## config.mk

```make
export PLATFORM = sky130hd
export DESIGN_NAME = rv32i_prefetch_fetch_unit
export DESIGN_NICKNAME = d
export VERILOG_FILES = /design/src/rtl/rv32i_prefetch_fetch_unit.sv
export SDC_FILE = /design/constraint.sdc
export NUM_CORES = 1
export LEC_CHECK = 0
export CAP_MARGIN = 20
export CORE_ASPECT_RATIO = 1.2
export CORE_MARGIN = 5
export CORE_UTILIZATION = 30
export DETAILED_ROUTE_END_ITERATION = 7
export PLACE_DENSITY = 0.54
export SETUP_SLACK_MARGIN = 0.5
export SYNTH_ARGS = -nofsm -noshare
export SYNTH_HDL_FRONTEND = slang
export SYNTH_SLANG_ARGS = --single-unit
```

## constraint.sdc

```tcl
create_clock -name i_clk -period 4.2 [get_ports i_clk]
set_input_delay 1.05 -clock i_clk [delete_from_list [all_inputs] [get_ports i_clk]]
set_output_delay 1.05 -clock i_clk [all_outputs]
set_load 0.05 [all_outputs]
```

## src/rtl/rv32i_prefetch_fetch_unit.sv

```systemverilog
// RV32I prefetching fetch stage: in-order imem requests, prefetch FIFO,
// valid/ready decode handoff, redirect flush with stale-response dropping.
module rv32i_prefetch_fetch_unit #(
  parameter int                   WORD_SIZE  = 32,
  parameter logic [WORD_SIZE-1:0] RESET_PC   = '0,
  parameter int                   FIFO_DEPTH = 4,
  parameter logic [WORD_SIZE-1:0] NOOP       = 'h13
) (
  input  logic                 i_clk,
  input  logic                 i_rst,
  input  logic                 i_redirect,
  input  logic [WORD_SIZE-1:0] i_redirect_pc,
  output logic                 o_imem_req_valid,
  input  logic                 i_imem_req_ready,
  output logic [WORD_SIZE-1:0] o_imem_req_addr,
  input  logic                 i_imem_rsp_valid,
  input  logic [WORD_SIZE-1:0] i_imem_rsp_data,
  output logic                 o_fd_valid,
  input  logic                 i_fd_ready,
  output logic [WORD_SIZE-1:0] o_fd_instr,
  output logic [WORD_SIZE-1:0] o_fd_pc,
  output logic [WORD_SIZE-1:0] o_fetch_pc
);

  localparam int AW = $clog2(FIFO_DEPTH);
  localparam int CW = AW + 1;
  localparam logic [CW:0] DEPTH = (CW+1)'(FIFO_DEPTH);
  localparam logic [WORD_SIZE-1:0] STEP = WORD_SIZE'(4);

  typedef struct packed {
    logic [WORD_SIZE-1:0] pc;
    logic [WORD_SIZE-1:0] instr;
  } fq_entry_t;

  fq_entry_t            fq_mem [FIFO_DEPTH];
  fq_entry_t            head;
  logic [AW-1:0]        rd_ptr;
  logic [AW-1:0]        wr_ptr;
  logic [CW-1:0]        count;
  logic [CW-1:0]        live;
  logic [CW-1:0]        drop;
  logic [WORD_SIZE-1:0] fetch_pc;
  logic [WORD_SIZE-1:0] rsp_pc;
  logic [WORD_SIZE-1:0] tgt_pc;
  logic [CW:0]          credit_used;
  logic [CW:0]          drop_sum;
  logic                 req_fire;
  logic                 rsp_drop;
  logic                 rsp_keep;
  logic                 push;
  logic                 pop;
  logic                 unused_lsb;

  assign unused_lsb = ^i_redirect_pc[1:0];
  assign tgt_pc = {i_redirect_pc[WORD_SIZE-1:2], 2'b00};

  // Every slot of credit is held by a live, dropped or buffered entry.
  assign credit_used = {1'b0, live} + {1'b0, drop} + {1'b0, count};

  assign o_imem_req_valid = i_rst && !i_redirect
                         && (credit_used < DEPTH);
  assign o_imem_req_addr  = fetch_pc;
  assign o_fetch_pc       = fetch_pc;

  assign req_fire = o_imem_req_valid && i_imem_req_ready;
  assign rsp_drop = i_imem_rsp_valid && (drop != '0);
  assign rsp_keep = i_imem_rsp_valid && (drop == '0)
                 && (live != '0);
  assign push     = rsp_keep && !i_redirect;
  assign pop      = o_fd_valid && i_fd_ready && !i_redirect;

  // Everything in flight at a redirect becomes stale.
  assign drop_sum = {1'b0, drop} + {1'b0, live}
                  + {{CW{1'b0}}, req_fire}
                  - {{CW{1'b0}}, rsp_drop | rsp_keep};

  assign head       = fq_mem[rd_ptr];
  assign o_fd_valid = (count != '0);
  assign o_fd_instr = o_fd_valid ? head.instr : NOOP;
  assign o_fd_pc    = o_fd_valid ? head.pc : '0;

  always_ff @(posedge i_clk) begin
    if (push) begin
      fq_mem[wr_ptr] <= '{pc: rsp_pc, instr: i_imem_rsp_data};
    end
  end

  always_ff @(posedge i_clk or negedge i_rst) begin
    if (!i_rst) begin
      fetch_pc <= RESET_PC;
      rsp_pc   <= RESET_PC;
      rd_ptr   <= '0;
      wr_ptr   <= '0;
      count    <= '0;
      live     <= '0;
      drop     <= '0;
    end else if (i_redirect) begin
      fetch_pc <= tgt_pc;
      rsp_pc   <= tgt_pc;
      rd_ptr   <= '0;
      wr_ptr   <= '0;
      count    <= '0;
      live     <= '0;
      drop     <= drop_sum[CW-1:0];
    end else begin
      if (req_fire) begin
        fetch_pc <= fetch_pc + STEP;
      end
      if (push) begin
        wr_ptr <= wr_ptr + AW'(1);
        rsp_pc <= rsp_pc + STEP;
      end
      if (pop) begin
        rd_ptr <= rd_ptr + AW'(1);
      end
      case ({push, pop})
        2'b10:   count <= count + CW'(1);
        2'b01:   count <= count - CW'(1);
        default: count <= count;
      endcase
      live <= live + CW'(req_fire) - CW'(rsp_keep);
      drop <= drop - CW'(rsp_drop);
    end
  end

endmodule
```

==> results.md <==
* Nets at 1,282
* WP data arrival at approximately 4.3 ns
* Worst min-delay path category: reg -> reg
* Pwr Total at 11.0 mW
* Worst VDD drop at roughly 0.44 mV
* Setup crit start: live[0]
* Synth Area per Inst at around 15 um2
* Sink Count at 321
* CORE AREA at a little under 0.05 mm2
* Post-Route Utilization at around two fifths
* FF-to-FF End: drop[2]
* Layout area overhead at 26.8%
* Post-synth EDFFs at around 250
* Initial core utilization at 30.4%
* CP startpoint kind: flip-flop
* CTS tree: done
* CP Capture Point: drop[2]
* Die Height at 252 um
* Synth Flop Type: edfxtp_1
* Register area share after synthesis at between 60 and 70%
* GP Congestion at ~0.79
* CP endpoint kind: flip-flop
* Max Clock Skew at roughly 0.027 ns
* FF+latch area at 0.00928 mm2
* Worst r2r path cells at 24
* Initial antenna violation count at 1
* Synth Register Bits at about 320
* Ys async rst share at a little under a quarter
* H-tree Lvls at 2
* Multi-input logic area at about 0.0048 mm2
* Antenna Violating Nets Remaining at 0
* # diodes at 0
* Drc violations at 0
* Tmin final at roughly 3.9 ns
* Fillers at approximately 4,600
* RSZ-0062 raised after global routing: yes
* Latest clock arrival within the worst-skew pair at 0.53 ns
* Tcrit/Tclk final at just over 90%
* Headroom to the max-slew limit at between 40 and 50%
* CTS buffer count at 36
* Share of cells above drive strength 1 at roughly 18%
* First-pass GRT wire length at approximately 58 mm
* Die width at between 200 and 250 um
* Final setup fails at 0
* Routed vias/inst at 4.94
* Hold buffer count at CTS at 0
* Clk slew on worst S/H paths at approximately 0.060 ns
* CP required at approximately 4.6 ns
* # IOs at 200
* Pwr Density at between 500 and 600 mW/mm2
* DP HPWL at roughly 24 mm
* Root Buffer: clkbuf_16
* Number of cells after detailed placement at between 1,500 and 2,000
* CP Class: reg -> reg
* Die Area at around 0.053 mm2
* Reg-to-reg startpoint: live[0]
* Final Slew Violations at 0
* CP Max Fanout at 2
* Final wirelength at 37.2 mm
* DR vias at 9,138
* WL/cell at roughly 20 um
* Unique cell type count in the Yosys netlist at 61
* Status: finished clean
* Port-buffer cells at 191
* Largest net degree at the start of global routing at between 60 and 70
* Cell row count at roughly 90
* Tot GR Track Use at about 14%
* Maxcap violations at 0
* F_max at around 260 MHz
* GRT overflow at 0
* Ys Warns at 0
* Slew @ Worst Pin at roughly 0.75 ns
* Leakage at ~6.6 nW
* Setup slack, reg-to-reg at around 0.32 ns
* Cell Area, Synth at roughly 0.015 mm2
* First-pass iteration count of the detailed router at 5
* Cell count after synthesis at 996
* Vias in the first global route at between 9,000 and 10,000
* DR iter-0 viols at 597
* Clock Path Buffers at 3
* Hold Violations, Final at 0
* Final cell count without fillers at between 1,500 and 2,000
* Setup TNS Final at 0 ns
where the power goes:
group | switching [mW] | internal [mW]
Clock | 1.27 | 1.85
Sequential | 0.237 | 3.58
Combinational | 2.58 | 1.52
Total | 4.09 | 6.95
critical path, stage by stage (launching register included):
cell     delay [ns]
dfrtp_1        0.37
ha_2           0.19
inv_2          0.04
fa_1           0.53
inv_2          0.07
buf_4          0.13
buf_6          0.10
buf_4          0.12
buf_4          0.12
buf_4          0.12
buf_4          0.13
buf_6          0.11
buf_6          0.10
buf_6          0.10
buf_6          0.10
buf_6          0.10
buf_6          0.11
buf_6          0.10
buf_6          0.11
buf_6          0.10
buf_6          0.11
fa_2           0.40
xnor2_2        0.15
xnor2_1        0.16
o21ai_1        0.07
cell type report:
class | instances | share of cell area [%]
repair buffers | 245 | 12.7
multi-input cells | 541 | 25.8
flip-flops and latches | 321 | 50.0
well taps | 630 | 4.24
clock buffers | 45 | 5.26
inverters | 46 | 0.930
clock inverters | 20 | 1.08
worst min-delay path by stage:
stage                     cells past startpoint        from  slack [ns]        endpoint
after floorplan                               0  rsp_pc[31]        0.48   fq_mem[0][63]
after global placement                        0  rsp_pc[10]        0.56   fq_mem[3][42]
after detailed placement                      2   wr_ptr[1]        0.57       wr_ptr[1]
after CTS                                     2       i_rst        0.58  o_fetch_pc[10]
after global routing                          2       i_rst        0.60  o_fetch_pc[11]
final                                         2   wr_ptr[1]        0.58       wr_ptr[1]
registers in the layout, summed over array words and instances (netlist names):
| name | cells |
|---|---|
| rd_ptr | 2 |
| fq_mem | 248 |
| rsp_pc | 30 |
| wr_ptr | 2 |
| drop | 3 |
| live | 3 |
| o_fetch_pc | 30 |
| count | 3 |
logic make-up after synthesis:
logic type                 synth area share [%]
xor gates and xnor gates                   2.21
muxes                                      11.1
other                                    0.0256
buffers and inverters                      4.60
AOI/OAI and AO/OA                          6.45
and+or+nand+nor                            10.3
DFF                                        63.3
adders and majority gates                  2.00
stage by stage:
step / worst slack [ns] / instance area, um2 / hold WS, ns
floorplan: 0.395 / 14700 / 0.482
global placement: 0.441 / 17200 / 0.562
detailed placement: 0.402 / 17200 / 0.572
finish: 0.324 / 18600 / 0.578
global route: 0.214 / 18600 / 0.595
CTS: 0.213 / 18500 / 0.580
timing repair:
item,in CTS,in global routing
pin swaps,9,9
setup buffers,23,2
setup endpoints to repair,52,10
hold endpoints to repair,0,0
gates resized for setup,67,20
synthesized netlist by cell type, types with 2 or more instances:
library cell,n,area share (%)
nand2_1,35,0.90
fa_1,4,0.55
nand4_1,18,0.77
a221oi_1,19,1.1
o21ai_0,13,0.44
a21boi_0,5,0.26
and3_1,20,0.85
a2111oi_0,18,1.1
mux4_2,62,9.5
buf_2,13,0.44
mux2i_1,19,1.3
a211o_1,10,0.60
o2111a_1,5,0.38
a21o_1,6,0.31
nor4_1,7,0.30
o21a_1,2,0.10
and2_1,62,2.6
xnor2_1,27,1.6
ha_1,17,1.5
buf_1,5,0.13
a21oi_1,7,0.24
nor2_1,55,1.4
nand2b_1,6,0.26
and4_1,7,0.42
inv_1,46,1.2
nor2b_1,2,0.085
a211oi_1,16,0.82
edfxtp_1,248,51
nand3_1,30,1.0
xor2_1,10,0.60
buf_4,36,1.8
clkbuf_1,38,0.97
o31ai_1,5,0.26
mux2_2,3,0.23
nor3_1,19,0.65
or2_2,4,0.17
dfrtp_1,73,12
layout by cell type (no fill, tap or decap), types with 5 or more instances in the layout:
cell type	n
edfxtp_1	248
clkdlybuf4s50_1	125
dfrtp_1	69
and2_1	62
mux4_2	62
nor2_1	53
buf_4	50
dlygate4sd2_1	45
inv_1	42
clkbuf_16	38
nand2_1	35
nand3_1	30
xnor2_1	25
mux2i_1	19
nor3_1	19
a221oi_1	19
nand4_1	18
a2111oi_0	18
a211oi_1	16
and3_1	15
ha_1	15
buf_6	11
xor2_1	10
a211o_1	10
o21ai_0	10
buf_12	8
a21oi_1	7
and4_1	7
nor4_1	7
clkbuf_1	7
nand2b_1	6
a21o_1	6
conb_1	6
clkinv_1	6
o2111a_1	5
o31ai_1	5
and3_2	5
layer usage:
layer | part of all wire (%) | GRT usage [%] | vias to the layer above
li1 | - | - | 4168
met1 | 45 | 18.8 | 4664
met2 | 48 | 22.6 | 252
met3 | 4.9 | 2.71 | 52
met4 | 2.6 | 3.81 | 2
met5 | 0.019 | 0 | -
No activity file was read; power rests on OpenSTA's default activity.
